<file path="src/rtl/ex_wb_stage.sv">
// Execute/writeback pipeline register and writeback unit: selects register-file
// write data, holds the architectural Z/N flags, resolves branches and counts retirements.
module ex_wb_stage #(
   parameter int DATA_W = 32,
   parameter int REG_AW = 6
) (
   input  logic              clock,
   input  logic              rst_n,
   input  logic              ex_valid,
   input  logic [REG_AW-1:0] ex_rd,
   input  logic [DATA_W-1:0] ex_result,
   input  logic              ex_zero,
   input  logic              ex_neg,
   input  logic [DATA_W-1:0] ex_pc,
   input  logic [DATA_W-1:0] ex_target,
   input  logic              ex_reg_write,
   input  logic              ex_mem_to_reg,
   input  logic              ex_pc_to_reg,
   input  logic              ex_set_flags,
   input  logic              ex_brz,
   input  logic              ex_brn,
   input  logic              ex_jump,
   input  logic [DATA_W-1:0] mem_rdata,
   output logic              wb_we,
   output logic [REG_AW-1:0] wb_waddr,
   output logic [DATA_W-1:0] wb_wdata,
   output logic              flag_z,
   output logic              flag_n,
   output logic              redirect,
   output logic [DATA_W-1:0] redirect_pc,
   output logic [DATA_W-1:0] retired
);

   logic              vld_p1;
   logic [REG_AW-1:0] rd_p1;
   logic [DATA_W-1:0] result_p1;
   logic              zero_p1;
   logic              neg_p1;
   logic [DATA_W-1:0] pc_p1;
   logic [DATA_W-1:0] target_p1;
   logic              reg_write_p1;
   logic              mem_to_reg_p1;
   logic              pc_to_reg_p1;
   logic              set_flags_p1;
   logic              brz_p1;
   logic              brn_p1;
   logic              jump_p1;
   logic              taken;

   // Link value wins over load data, load data over ALU result.
   function automatic logic [DATA_W-1:0] sel_wdata(
      input logic              pc_to_reg,
      input logic              mem_to_reg,
      input logic [DATA_W-1:0] pc,
      input logic [DATA_W-1:0] rdata,
      input logic [DATA_W-1:0] result
   );
      if (pc_to_reg)
         return pc + DATA_W'(1);
      else if (mem_to_reg)
         return rdata;
      else
         return result;
   endfunction

   // ---- EX -> WB boundary ----
   always_ff @(posedge clock or negedge rst_n) begin
      if (!rst_n) begin
         vld_p1        <= 1'b0;
         rd_p1         <= '0;
         result_p1     <= '0;
         zero_p1       <= 1'b0;
         neg_p1        <= 1'b0;
         pc_p1         <= '0;
         target_p1     <= '0;
         reg_write_p1  <= 1'b0;
         mem_to_reg_p1 <= 1'b0;
         pc_to_reg_p1  <= 1'b0;
         set_flags_p1  <= 1'b0;
         brz_p1        <= 1'b0;
         brn_p1        <= 1'b0;
         jump_p1       <= 1'b0;
         flag_z        <= 1'b0;
         flag_n        <= 1'b0;
         retired       <= '0;
      end else begin
         // A taken branch in WB squashes the instruction entering behind it.
         vld_p1        <= ex_valid & ~taken;
         rd_p1         <= ex_rd;
         result_p1     <= ex_result;
         zero_p1       <= ex_zero;
         neg_p1        <= ex_neg;
         pc_p1         <= ex_pc;
         target_p1     <= ex_target;
         reg_write_p1  <= ex_reg_write;
         mem_to_reg_p1 <= ex_mem_to_reg;
         pc_to_reg_p1  <= ex_pc_to_reg;
         set_flags_p1  <= ex_set_flags;
         brz_p1        <= ex_brz;
         brn_p1        <= ex_brn;
         jump_p1       <= ex_jump;
         if (vld_p1 && set_flags_p1) begin
            flag_z <= zero_p1;
            flag_n <= neg_p1;
         end
         if (vld_p1)
            retired <= retired + DATA_W'(1);
      end
   end

   // ---- WB combinational outputs ----
   // Branches see the flags held before this instruction's own flag update.
   assign taken       = vld_p1 & (jump_p1 | (brz_p1 & flag_z) | (brn_p1 & flag_n));
   assign redirect    = taken;
   assign redirect_pc = taken ? target_p1 : '0;
   assign wb_we       = vld_p1 & reg_write_p1;
   assign wb_waddr    = vld_p1 ? rd_p1 : '0;
   assign wb_wdata    = vld_p1 ? sel_wdata(pc_to_reg_p1, mem_to_reg_p1, pc_p1, mem_rdata, result_p1)
                               : '0;

endmodule

</file>
<file path="config.mk">
export PLATFORM = sky130hd
export DESIGN_NAME = ex_wb_stage
export DESIGN_NICKNAME = d
export VERILOG_FILES = /design/src/rtl/ex_wb_stage.sv
export SDC_FILE = /design/constraint.sdc
export NUM_CORES = 1
export LEC_CHECK = 0
export CAP_MARGIN = 5
export CORE_MARGIN = 2
export CORE_UTILIZATION = 39
export DETAILED_ROUTE_END_ITERATION = 10
export PLACE_DENSITY = 0.77
export RECOVER_POWER = 100
export SETUP_SLACK_MARGIN = 0.2
export SYNTH_ARGS = -nofsm -noshare
export SYNTH_HDL_FRONTEND = slang
export SYNTH_SLANG_ARGS = --single-unit
</file>
<file path="constraint.sdc">
create_clock -name clock -period 1.95 [get_ports clock]
set_input_delay 0.2925 -clock clock [delete_from_list [all_inputs] [get_ports clock]]
set_output_delay 0.2925 -clock clock [all_outputs]
set_load 0.005 [all_outputs]
</file>
==> flow_summary.yaml <==
cells_and_area:
  multi_input_area_um2: 3027
  finalInstanceArea_um2: 11570
  fin_util_pct: 75.56
  final_net_count: 1088
  final-seq-area_um2: 3659
  final_cell_count_no_fill: 1168
  drive_above_1_share_pct: 44.60
  layout.filler_cells: 963
  layout-area-overhead-vs-synth_pct: 87.85
timing:
  setup_violations: 99
  layout_min_cycle_time_ns: 2.604
  actual_transition_at_the_worst_max_transition_pin_ns: 1.214
  finalCritPeriodShare_pct: 133.5
  report.final.slew_viol_count: 0
  slew-limit-headroom_pct: 19.07
  final.setup_skew_ns: 0.007937
  setup_ws_ns: -0.6542
  final.hold.worst_slack_ns: 0.4158
  finalHoldViolations: 0
  fmax_ghz: 0.3840
  unrepaired_setup_endpoints_after_global_routing: "yes"
route:
  initialDrtViolationCount: 214
  drtPass1Iterations: 4
  routed_via_count: 5979
  ant_nets: 0
  total_detailed_routing_wirelength_mm: 22.52
  route.detailed.vias_per_inst: 5.119
  drc: 0
  wl_per_cell_um: 19.28
setup_path:
  setup.worst_path.class: "reg -> out"
  worst-endpoint-arrival_ns: 2.31
  worstSetupStartpointType: "flip-flop"
  worstPathMaxFanout: 3
  required_time_at_the_worst_slack_endpoint_ns: 1.66
  setup.worst_path.end_class: "primary output"
  crit_slowest_cell: "sky130_fd_sc_hd__or4_4"
  critical_path.cell_chain: "buf_4 -> and4_4 -> nand4_1 -> buf_4 -> or4_4 -> a31oi_4 -> buf_2"
  crit_path_max_incr_delay_ns: 0.43
  crit_top_cell: "sky130_fd_sc_hd__buf_4"
pwr:
  cellPowerDensity_nw_per_um2: 704.9
  power.static_leakage_uw: 0.005281
  vdd_drop_max_v: 0.0006043
grt:
  grt_util_met2_pct: 44.44
  grt_pass1_vias: 6246
  globalRoute.totalOverflow: 0
  grt_max_degree: 49
  grt_first_pass_wirelength_mm: 32.33
  globalRouteMet3Util_pct: 6.276
  global_route.usage.total_pct: 25.43
  use_met1_pct: 29.54
  grt_busiest_layer: "met2"
  number_of_antenna_violations_at_the_first_check_in_global_routing: 4
place:
  dpl.cell_count: 1047
  port_buffers: 251
  dp.final_hpwl_mm: 14.05
  gpl.final_weighted_congestion: 0.9607
  placed_area_um2: 9567
min_path:
  worst_hold_class: "in -> reg"
clock_network:
  tritoncts.num_buffers: 17
  cts_sinks: 146
  root_buffer: "sky130_fd_sc_hd__clkbuf_16"
  max-clock-path-buffers: 2
  clock_latency_on_the_worst_skew_pair_ns: 0.42
  cts_max_level: 4
  cts_tree: "built"
  cts.clk_slew.worst_paths_ns: 0.06
die:
  design.portCount: 252
  die_y_um: 129.7
  fp.dieW_um: 129.7
  start_util_pct: 40.22
  core_area_um2: 15310
  floorplan.die_area_um2: 16820
  num_rows: 45
logic_synthesis:
  syn-cell-area_um2: 6160
  asyncSetResetFlopFracSynth_pct: 100.0
  synth-main-ff-cell: "sky130_fd_sc_hd__dfrtp_1"
  synth.lib_cells_used.distinct: 45
  synth_sequential_area_ratio_pct: 59.31
  ys_seq_elements: 146
  synth_edf_count: 0
  nets_in_the_synthesized_netlist: 669
  syn-mean-instance-area_um2: 11.82
  yosys_warnings: 0
  synthesis.instances: 521
outcome:
  status: "finished, violations left"
  violations: "setup timing"
run:
  timing.max_cap.violations: 0
[placed cells by master, fill, tap and decap left out, types with 7 or more instances in the layout]
| cell type | instances |
|---|---|
| sky130_fd_sc_hd__or4_4 | 8 |
| sky130_fd_sc_hd__clkbuf_16 | 17 |
| sky130_fd_sc_hd__dlygate4sd3_1 | 135 |
| sky130_fd_sc_hd__nand4_1 | 26 |
| sky130_fd_sc_hd__inv_1 | 10 |
| sky130_fd_sc_hd__dfrtp_1 | 142 |
| sky130_fd_sc_hd__nor3_4 | 7 |
| sky130_fd_sc_hd__o21ai_0 | 25 |
| sky130_fd_sc_hd__mux2_2 | 22 |
| sky130_fd_sc_hd__nand2_1 | 18 |
| sky130_fd_sc_hd__nor2b_1 | 9 |
| sky130_fd_sc_hd__clkbuf_1 | 8 |
| sky130_fd_sc_hd__buf_4 | 107 |
| sky130_fd_sc_hd__a21oi_1 | 7 |
| sky130_fd_sc_hd__xnor2_2 | 8 |
| sky130_fd_sc_hd__buf_6 | 87 |
| sky130_fd_sc_hd__clkdlybuf4s50_1 | 41 |
| sky130_fd_sc_hd__a31oi_1 | 9 |
| sky130_fd_sc_hd__xnor2_1 | 15 |
| sky130_fd_sc_hd__nand3_1 | 10 |
| sky130_fd_sc_hd__xor2_1 | 16 |
| sky130_fd_sc_hd__a211oi_2 | 9 |
| sky130_fd_sc_hd__and2_4 | 38 |
| sky130_fd_sc_hd__buf_2 | 32 |
| sky130_fd_sc_hd__nand3_4 | 8 |
[synthesized netlist by cell type (2+ instances only)]
| cell type | number | area, um2 |
|---|---|---|
| sky130_fd_sc_hd__a31oi_1 | 11 | 68.82 |
| sky130_fd_sc_hd__nor3_1 | 11 | 55.05 |
| sky130_fd_sc_hd__buf_6 | 2 | 22.52 |
| sky130_fd_sc_hd__xor2_1 | 20 | 175.2 |
| sky130_fd_sc_hd__and2_1 | 39 | 244.0 |
| sky130_fd_sc_hd__nand3_1 | 21 | 105.1 |
| sky130_fd_sc_hd__xnor2_1 | 24 | 210.2 |
| sky130_fd_sc_hd__or3_1 | 7 | 43.79 |
| sky130_fd_sc_hd__o31ai_1 | 7 | 52.55 |
| sky130_fd_sc_hd__mux2i_1 | 4 | 40.04 |
| sky130_fd_sc_hd__and4_1 | 7 | 61.31 |
| sky130_fd_sc_hd__nand4_1 | 26 | 162.7 |
| sky130_fd_sc_hd__nand3b_1 | 2 | 15.01 |
| sky130_fd_sc_hd__nand2_1 | 25 | 93.84 |
| sky130_fd_sc_hd__buf_2 | 2 | 10.01 |
| sky130_fd_sc_hd__ha_1 | 2 | 25.02 |
| sky130_fd_sc_hd__a21oi_1 | 8 | 40.04 |
| sky130_fd_sc_hd__nand4b_1 | 3 | 26.28 |
| sky130_fd_sc_hd__and3_1 | 6 | 37.54 |
| sky130_fd_sc_hd__clkbuf_8 | 3 | 41.29 |
| sky130_fd_sc_hd__clkbuf_1 | 17 | 63.81 |
| sky130_fd_sc_hd__nor2_1 | 6 | 22.52 |
| sky130_fd_sc_hd__dfrtp_1 | 146 | 3654 |
| sky130_fd_sc_hd__o211ai_1 | 2 | 15.01 |
| sky130_fd_sc_hd__or4_1 | 8 | 60.06 |
| sky130_fd_sc_hd__nor4_1 | 7 | 43.79 |
| sky130_fd_sc_hd__a211oi_1 | 16 | 120.1 |
| sky130_fd_sc_hd__buf_1 | 3 | 11.26 |
| sky130_fd_sc_hd__inv_1 | 10 | 37.54 |
| sky130_fd_sc_hd__and4_2 | 3 | 30.03 |
| sky130_fd_sc_hd__o311a_1 | 2 | 20.02 |
| sky130_fd_sc_hd__nor2b_1 | 11 | 68.82 |
| sky130_fd_sc_hd__and3_2 | 2 | 15.01 |
| sky130_fd_sc_hd__o21ai_0 | 26 | 130.1 |
| sky130_fd_sc_hd__mux2_2 | 22 | 247.7 |
[critical path, delay by kind of cell (launching register included)]
kind | cells | cell delay, ns
AND/OR/NAND/NOR | 3 | 0.86
AO/OA/AOI/OAI | 1 | 0.16
flip-flops | 1 | 0.38
buffers and inverters | 3 | 0.49
[cells by family after synthesis]
| family | count (synthesis) | share of synthesized area [%] |
|---|---|---|
| buf+inv | 38 | 3.149 |
| flops | 146 | 59.31 |
| mux | 26 | 4.672 |
| xor+xnor | 44 | 6.256 |
| fa+ha+maj | 2 | 0.4062 |
| compound gates | 76 | 7.841 |
| simple gates | 189 | 18.36 |
[layout make-up]
type	count	area share (%)
clock inverter	12	0.8651
multi-input combinational	337	26.16
tap	211	2.282
timing repair buffer	428	34.72
sequential	146	31.62
clock buffer	20	3.947
antenna	4	0.08651
inverter	10	0.3244
[state kept, by name, indices dropped and copies added, names as in the netlist, 6 cells and up]
| signal | cells |
|---|---|
| retired | 32 |
| result_p1 | 32 |
| pc_p1 | 32 |
| rd_p1 | 6 |
| target_p1 | 32 |
[per-stage QoR]
step,power [uW],setup slack (ns),setup TNS [ns]
3_3_place_gp,4768,-0.5150,-14.18
4_1_cts,8183,-0.6464,-19.43
2_1_floorplan,3825,-0.09967,-0.1318
6_report,8156,-0.6542,-31.08
5_1_grt,8496,-0.7488,-45.91
3_5_place_dp,4814,-0.6177,-16.75
[what timing repair did]
item | 4_1_cts | 5_1_grt
setup endpoints to repair | 97 | 105
hold buffers | 1 | 0
pin swaps | 83 | 50
hold endpoints to repair | 43 | 0
gates resized for setup | 460 | 94
gates cloned | 7 | 0
setup buffers | 61 | 16
[path summary, 6_finish.rpt]
kind	cells after the start	endpoint	startpoint	slack (ns)
min reg2reg	1	retired[29]	retired[29]	0.48
min in group asynchronous	2	pc_p1[7]	rst_n	0.66
max reg2reg	11	retired[10]	vld_p1	-0.39
max	7	wb_wdata[21]	pc_p1[0]	-0.65
max in group asynchronous	3	mem_to_reg_p1	rst_n	0.18
min	1	target_p1[6]	ex_target[6]	0.42
[per-layer routing]
layer / vias up / part of all wire, %
li1: 2713 / -
met5: - / 0.071
met1: 2954 / 37
met3: 62 / 6.6
met4: 2 / 4.0
met2: 248 / 53
[power breakdown]
| part | switching [uW] | total (uW) | internal [uW] |
|---|---|---|---|
| clock network | 1320 | 3040 | 1720 |
| logic | 687 | 1720 | 1030 |
| registers | 172 | 3400 | 3220 |
Note: power is estimated with default switching activity, not from simulation.
